==> config.mk <==
export PLATFORM = sky130hd
export DESIGN_NAME = fetch_sequencer
export DESIGN_NICKNAME = d
export VERILOG_FILES = /design/src/rtl/fetch_sequencer_pkg.sv /design/src/rtl/fetch_pc_reg.sv /design/src/rtl/fetch_sequencer.sv
export SDC_FILE = /design/constraint.sdc
export NUM_CORES = 1
export LEC_CHECK = 0
export ABC_AREA = 1
export CAP_MARGIN = 20
export CORE_MARGIN = 1
export CORE_UTILIZATION = 40
export DETAILED_ROUTE_END_ITERATION = 16
export PLACE_DENSITY = 0.88
export SYNTH_ARGS = -nofsm -noshare
export SYNTH_HDL_FRONTEND = slang
export SYNTH_HIERARCHICAL = 1
export SYNTH_SLANG_ARGS = --single-unit
==> constraint.sdc <==
create_clock -name clk -period 2.5 [get_ports clk]
set_input_delay 0.5 -clock clk [delete_from_list [all_inputs] [get_ports clk]]
set_output_delay 0.5 -clock clk [all_outputs]
set_load 0.02 [all_outputs]
==> src/rtl/fetch_sequencer_pkg.sv <==
// Shared processor-wide fetch definitions: default widths, reset address,
// and the fetch sequencer state encoding.
package fetch_sequencer_pkg;

   localparam int FETCH_AWIDTH     = 6;
   localparam int FETCH_RWIDTH     = 32;
   localparam int FETCH_RESET_ADDR = 0;

   typedef enum logic [1:0] {
      S_IDLE  = 2'd0,
      S_FETCH = 2'd1,
      S_HOLD  = 2'd2,
      S_DRAIN = 2'd3
   } fetch_state_e;

endpackage

==> src/rtl/fetch_pc_reg.sv <==
// Program counter register with redirect load, increment, and hold.
// Load wins over increment; pc_next exposes the value being registered.
module fetch_pc_reg
   import fetch_sequencer_pkg::*;
#(
   parameter int AWIDTH     = FETCH_AWIDTH,
   parameter int RESET_ADDR = FETCH_RESET_ADDR
) (
   input  logic              clk,
   input  logic              rst_n,
   input  logic              load,
   input  logic [AWIDTH-1:0] load_addr,
   input  logic              incr,
   output logic [AWIDTH-1:0] pc_next,
   output logic [AWIDTH-1:0] pc
);

   logic [AWIDTH-1:0] pc_d;
   logic [AWIDTH-1:0] pc_q;

   always_comb begin
      pc_d = pc_q;
      if (load) begin
         pc_d = load_addr;
      end else if (incr) begin
         pc_d = pc_q + AWIDTH'(1);
      end
   end

   always_ff @(posedge clk or negedge rst_n) begin
      if (!rst_n) begin
         pc_q <= AWIDTH'(RESET_ADDR);
      end else begin
         pc_q <= pc_d;
      end
   end

   assign pc_next = pc_d;
   assign pc      = pc_q;

endmodule

==> src/rtl/fetch_sequencer.sv <==
// Instruction fetch sequencer: owns the PC, issues req/ack memory reads and
// hands fetched words to decode over valid/ready, with run control and redirects.
//
//   state   | meaning
//   --------+-----------------------------------------------------------
//   S_IDLE  | no request outstanding, waiting for run
//   S_FETCH | imem_req high at imem_addr == pc, waiting for ack
//   S_HOLD  | inst_valid high, waiting for decode to accept
//   S_DRAIN | redirected while a read was outstanding; finish and drop it
module fetch_sequencer
   import fetch_sequencer_pkg::*;
#(
   parameter int AWIDTH     = FETCH_AWIDTH,
   parameter int RWIDTH     = FETCH_RWIDTH,
   parameter int RESET_ADDR = FETCH_RESET_ADDR
) (
   input  logic              clk,
   input  logic              rst_n,
   input  logic              run,
   input  logic              redirect_valid,
   input  logic [AWIDTH-1:0] redirect_addr,
   output logic              imem_req,
   output logic [AWIDTH-1:0] imem_addr,
   input  logic              imem_ack,
   input  logic [RWIDTH-1:0] imem_rdata,
   output logic              inst_valid,
   output logic [RWIDTH-1:0] inst_data,
   output logic [AWIDTH-1:0] inst_pc,
   input  logic              inst_ready,
   output logic [AWIDTH-1:0] pc
);

   fetch_state_e      state_d, state_q;
   logic              imem_req_d, imem_req_q;
   logic [AWIDTH-1:0] imem_addr_d, imem_addr_q;
   logic              inst_valid_d, inst_valid_q;
   logic [RWIDTH-1:0] inst_data_d, inst_data_q;
   logic [AWIDTH-1:0] inst_pc_d, inst_pc_q;

   logic              pc_incr;
   logic [AWIDTH-1:0] pc_next;
   logic              mem_xfer;
   logic              dec_xfer;

   fetch_pc_reg #(
      .AWIDTH     (AWIDTH),
      .RESET_ADDR (RESET_ADDR)
   ) u_pc_reg (
      .clk       (clk),
      .rst_n     (rst_n),
      .load      (redirect_valid),
      .load_addr (redirect_addr),
      .incr      (pc_incr),
      .pc_next   (pc_next),
      .pc        (pc)
   );

   assign mem_xfer = imem_req_q & imem_ack;
   assign dec_xfer = inst_valid_q & inst_ready;

   always_comb begin
      state_d      = state_q;
      imem_req_d   = imem_req_q;
      inst_valid_d = inst_valid_q;
      inst_data_d  = inst_data_q;
      inst_pc_d    = inst_pc_q;
      pc_incr      = 1'b0;

      case (state_q)
         S_IDLE: begin
            if (!redirect_valid && run) begin
               state_d    = S_FETCH;
               imem_req_d = 1'b1;
            end
         end
         S_FETCH: begin
            if (redirect_valid) begin
               if (mem_xfer) begin
                  state_d    = run ? S_FETCH : S_IDLE;
                  imem_req_d = run;
               end else begin
                  state_d = S_DRAIN;
               end
            end else if (mem_xfer) begin
               state_d      = S_HOLD;
               imem_req_d   = 1'b0;
               inst_valid_d = 1'b1;
               inst_data_d  = imem_rdata;
               inst_pc_d    = pc;
               pc_incr      = 1'b1;
            end
         end
         S_HOLD: begin
            if (redirect_valid || dec_xfer) begin
               inst_valid_d = 1'b0;
               state_d      = run ? S_FETCH : S_IDLE;
               imem_req_d   = run;
            end
         end
         S_DRAIN: begin
            if (mem_xfer) begin
               state_d    = run ? S_FETCH : S_IDLE;
               imem_req_d = run;
            end
         end
         default: begin
            state_d      = S_IDLE;
            imem_req_d   = 1'b0;
            inst_valid_d = 1'b0;
         end
      endcase

      // The drained read keeps its original address; otherwise track the PC.
      imem_addr_d = (state_d == S_DRAIN) ? imem_addr_q : pc_next;
   end

   always_ff @(posedge clk or negedge rst_n) begin
      if (!rst_n) begin
         state_q      <= S_IDLE;
         imem_req_q   <= 1'b0;
         imem_addr_q  <= AWIDTH'(RESET_ADDR);
         inst_valid_q <= 1'b0;
         inst_data_q  <= '0;
         inst_pc_q    <= '0;
      end else begin
         state_q      <= state_d;
         imem_req_q   <= imem_req_d;
         imem_addr_q  <= imem_addr_d;
         inst_valid_q <= inst_valid_d;
         inst_data_q  <= inst_data_d;
         inst_pc_q    <= inst_pc_d;
      end
   end

   assign imem_req   = imem_req_q;
   assign imem_addr  = imem_addr_q;
   assign inst_valid = inst_valid_q;
   assign inst_data  = inst_data_q;
   assign inst_pc    = inst_pc_q;

endmodule

### After elaboration in Yosys (flattened, before gate mapping)

Index checks and enable logic that the tools add are counted.

* bits in registers: 54
* output and inout port bits: 52
* word-level logic and storage cells: 51

* $add $sub $neg: 1
* equal/unequal tests: 9
* mux-type cells: 23
* bitwise operators: 3
* reductions and logical operators: 8

Operators with widths (count)
* 1-bit two-way mux: 12
* 2-bit two-way mux: 6
* 6-bit two-way mux: 2
* 2-bit != test (second input constant): 4
* 2-bit case mux with 4 select lines: 1
* 6-bit by 1-bit adder with 6-bit output (second input constant): 1
* 2-bit equality test (second input constant): 3
* 3-bit AND reduction: 2
* 1-bit case mux with 4 select lines: 1
* 4-bit AND reduction: 1
* 3-bit != test (second input constant): 1
* 1-bit bitwise AND: 2
* 2-bit by 1-bit equality test with 1-bit output (second input constant): 1
* 2-bit logical NOT: 1
* 1-bit case mux with 2 select lines: 1
* 2-bit nonzero test: 1
* 1-bit logical AND: 1
* 1-bit logical NOT: 1
* 1-bit logical OR: 1
* 1-bit inverter: 1

### Depth between registers and ports, before layout

* word-level depth: 6
* depth in mapped cells: 13
* mapped depth without buffers: 12

### Hierarchy

The synthesis kept the hierarchy.

Modules (own cells, without submodules)
* fetch_sequencer: instances 1, cells each 237, area an instance 1973.1 um^2, seq. area each 1201.2 um^2
* fetch_pc_reg: instances 1, cells each 46, area an instance 336.6 um^2, seq. area each 150.1 um^2

### Least setup slack after synthesis

No wires, ideal clock.

* path type: reg-to-reg
* start: register imem_req_q, in the netlist imem_req
* end: register imem_addr_q[5], in the netlist imem_addr[5]
* arrival: 1.677 ns
* required time: 2.417 ns
* setup slack: 0.741 ns
* cell stages (with the launch flop): 14
* path buffers: 1
* cell sequence: dfrtp_1 nand2_1 inv_2 nand3_2 inv_2 buf_2 nand2_2 nor2_4 nand2_1 nand2_1 nand3_1 nand2_1 inv_1 o21ai_0

* longest elaborated chain between the ends: 6
* elaborated cells between the ends (all ways): 12
* those cells by class: eq/ne (1); mux (10); bitwise (1)

RTL lines
* start: declaration: RTL line fetch_sequencer.sv:34 `logic imem_req_d, imem_req_q;`
* start signal: assignment: RTL line fetch_sequencer.sv:127 `imem_req_q <= imem_req_d;`
* 1-bit bitwise AND: RTL line fetch_sequencer.sv:58 `assign mem_xfer = imem_req_q & imem_ack;`
* 1-bit two-way mux: RTL line fetch_sequencer.sv:84 `end else if (mem_xfer) begin`
* 1-bit two-way mux: RTL line fetch_sequencer.sv:77 `if (redirect_valid) begin`
* 1-bit two-way mux: RTL line fetch_sequencer.sv:69 `case (state_q)`
* net pc_incr: RTL line fetch_sequencer.sv:40 `logic pc_incr;`
* 6-bit two-way mux: RTL line fetch_pc_reg.sv:25 `end else if (incr) begin`
* 6-bit two-way mux: RTL line fetch_pc_reg.sv:23 `if (load) begin`
* net pc_next[5]: RTL line fetch_sequencer.sv:41 `logic [AWIDTH-1:0] pc_next;`
* end signal: assignment: RTL line fetch_sequencer.sv:121 `imem_addr_q <= AWIDTH'(RESET_ADDR);`
* end signal: assignment: RTL line fetch_sequencer.sv:128 `imem_addr_q <= imem_addr_d;`
* end: declaration: RTL line fetch_sequencer.sv:35 `logic [AWIDTH-1:0] imem_addr_d, imem_addr_q;`

The timed path passes the listed nets, and every way through them passes these cells.
A chain may end at the register's enable or synchronous reset.

### Worst setup path after layout

* start: register u_pc_reg.pc_q[0], in the netlist u_pc_reg/pc[0]
* end: output port pc[0]

RTL lines
* start: declaration: RTL line fetch_pc_reg.sv:19 `logic [AWIDTH-1:0] pc_q;`
* start signal: assignment: RTL line fetch_pc_reg.sv:32 `pc_q <= AWIDTH'(RESET_ADDR);`
* start signal: assignment: RTL line fetch_pc_reg.sv:34 `pc_q <= pc_d;`
* end: declaration: RTL line fetch_sequencer.sv:30 `output logic [AWIDTH-1:0] pc`

No word-level cell between the ends.

==> impl_metrics.tcl <==
set metrics [dict create \
    cts_num_sinks 54 \
    rsz0062_at_grt "no" \
    placementRows 27 \
    grt_use_met3 0.0412 \
    slew_violations 0 \
    fin_skew_ns 0.00409 \
    cts_inserted_buffers 5 \
    setup_viol 0 \
    power_frac_seq 0.391 \
    ioPinCount 96 \
    clk_latency_ns 0.30 \
    postCtsSetupRepairBufs 0 \
    grt_use_met2 0.386 \
    synth_area_um2 2310 \
    firstDrtPassIters 5 \
    post-place-ws_ns 0.347 \
    ys_seq_elements 54 \
    p_leak_nw 1.70 \
    grt.overflow.total 0 \
    worstMarginPinSlew_ns 0.775 \
    fin_crit_sh 0.762 \
    cp_max_fo 5 \
    max_stage_delay_ns 0.65 \
    dp_cells 447 \
    grt_pass1_wl_mm 10.1 \
    antenna_left 0 \
    die_h_um 78.0 \
    vias 2152 \
    holdBufCountCts 0 \
    synthDistinctLibCells 21 \
    die_area_um2 6080 \
    cts_resized 0 \
    fin_ws_ns 0.595 \
    r2r_start "state_q[0]" \
    power_switching_w 0.00145 \
    route.detailed.drc 0 \
    cts_tree "done" \
    cp-startpoint "u_pc_reg/pc[0]" \
    final_cells 454 \
    fin_nets 427 \
    relSlewSlack 0.483 \
    dp_hpwl_mm 4.33 \
    critPathKind "reg -> out" \
    drt-total-wl_mm 5.89 \
    grt_use_met1 0.244 \
    switching_share 0.390 \
    hp-class "in -> async" \
    worstPathBufferInverterCount 1 \
    crit_family "buffers and inverters" \
    netlist_instances 283 \
    critPathSlowestCell "clkdlybuf4s50_1" \
    dr.first_iter.drc_count 134 \
    final_common_cell "nand2_1" \
    antenna-diode-count 0 \
    top_usage_layer "met2" \
    finalSetupTns_ns 0 \
    period_needed_ns 1.90 \
    worstPathArrival_ns 1.40 \
    grtUsageTotal 0.208 \
    hold_violations 0 \
    worst_hold_slack_ns 0.270 \
    clk_pin_slew_worst_paths_ns 0.09 \
    syn_area_per_cell_um2 8.16 \
    p_per_area_nw_per_um2 1090 \
    pwr-share-clk 0.122 \
    layout_common_cells "153 x nand2_1, 94 x clkdlybuf4s50_1, 54 x dfrtp_1" \
    max_freq_mhz 525 \
    p_comb_frac 0.487 \
    drive_gt1_frac 0.0550 \
    gp_congestion 0.842 \
    syn2layout_area_growth_pct 47.8 \
    post_drt_wl_per_cell_um 13.0 \
    maxCapViolCount 0 \
    fp.dieW_um 78.0 \
    portBuffers 95 \
    synth_warnings 6 \
    status "finished clean" \
    fp.coreArea_um2 5540 \
    grt_max_degree 41 \
    vias_per_cell 4.74 \
    ir_worst_vdd_mv 0.601 \
    cts_root_buffer "clkbuf_8" \
    seq_area_frac_synth 0.585 \
    grt_pass1_vias 2227 \
    finalPower_w 0.00372 \
    worstPathRequired_ns 2.00 \
    worst_setup_path_end_kind "primary output" \
    initial_core_util 0.417 \
    clock_tree.htree_level_count 2 \
    intPower_w 0.00227 \
    cts_buffer_depth 2 \
    antenna_found_initial 0 \
    start_kind "register" \
    crit_chain "clkdlybuf4s50_1" \
    syn_nets 328 \
]
worst register-to-register path, delay by kind of cell, from the launching register on:
family	cells	cell delay, ns
simple gates	5	0.54
flops	1	0.43
compound gates	2	0.29
buf+inv	3	0.25
area by class of cell:
cell class              count  area [µm²]
fillers                   479        2130
clock buffers               7        76.3
repair buffers            101         991
multi-input cells         198         823
flip-flops and latches     54        1350
inverters                  22        82.6
well taps                  72        90.1
kinds of logic after synthesis:
group	after synthesis	synth area share
AO/OA/AOI/OAI	18	0.0401
adder cells (fa/ha/maj)	1	0.00542
buffers and inverters	31	0.0585
flip-flops	54	0.585
AND/OR/NAND/NOR	179	0.311
worst paths after layout:
kind | endpoint | slack (ns) | cells past startpoint
max in group asynchronous | inst_pc[1] | 1.59 | 2
setup reg to reg | imem_addr[4] | 0.91 | 10
min in group clk | inst_data[25] | 0.49 | 2
hold reg to reg | inst_data[25] | 0.49 | 2
setup / recovery | pc[0] | 0.60 | 1
hold / removal | inst_data[29] | 0.27 | 1
registers in the layout (all words and copies together), names as in the netlist:
| signal | count |
|---|---|
| imem_req | 1 |
| state_q | 2 |
| imem_addr | 6 |
| inst_data | 32 |
| inst_valid | 1 |
| u_pc_reg/pc | 6 |
| inst_pc | 6 |
routing by layer:
layer / vias up / wire length (µm)
met4: 0 / 55
met5: - / 0
met2: 61 / 3090
li1: 1065 / -
met3: 6 / 243
met1: 1020 / 2500
metrics by stage:
| stage | instance area (µm²) | util |
|---|---|---|
| final | 3410 | 0.616 |
| after global routing | 3410 | 0.616 |
| after CTS | 3410 | 0.616 |
| after detailed placement | 3340 | 0.603 |
| after global placement | 3340 | 0.603 |
| after floorplan | 2310 | - |
power groups by stage:
stage / clock, W / sequential, W / combinational [W]
finish: 0.000454 / 0.00145 / 0.00181
CTS: 0.000474 / 0.00145 / 0.00183
global route: 0.000509 / 0.00150 / 0.00197
global placement: 0 / 0.00145 / 0.00177
floorplan: 0 / 0.00187 / 0.000476
detailed placement: 0 / 0.00146 / 0.00183
synthesized netlist by cell type, drive strengths merged:
cell type	instances	area, µm²
nand2	154	581
dfrtp	54	1350
inv	22	82.6
o21ai	12	60.1
nand3	11	60.1
nor2	10	47.6
a21oi	5	25.0
buf	5	37.5
clkbuf	4	15.0
nand4	2	12.5
ha	1	12.5
nand3b	1	7.51
nor3	1	10.0
o21bai	1	7.51
Note: power is estimated with default switching activity, not from simulation.
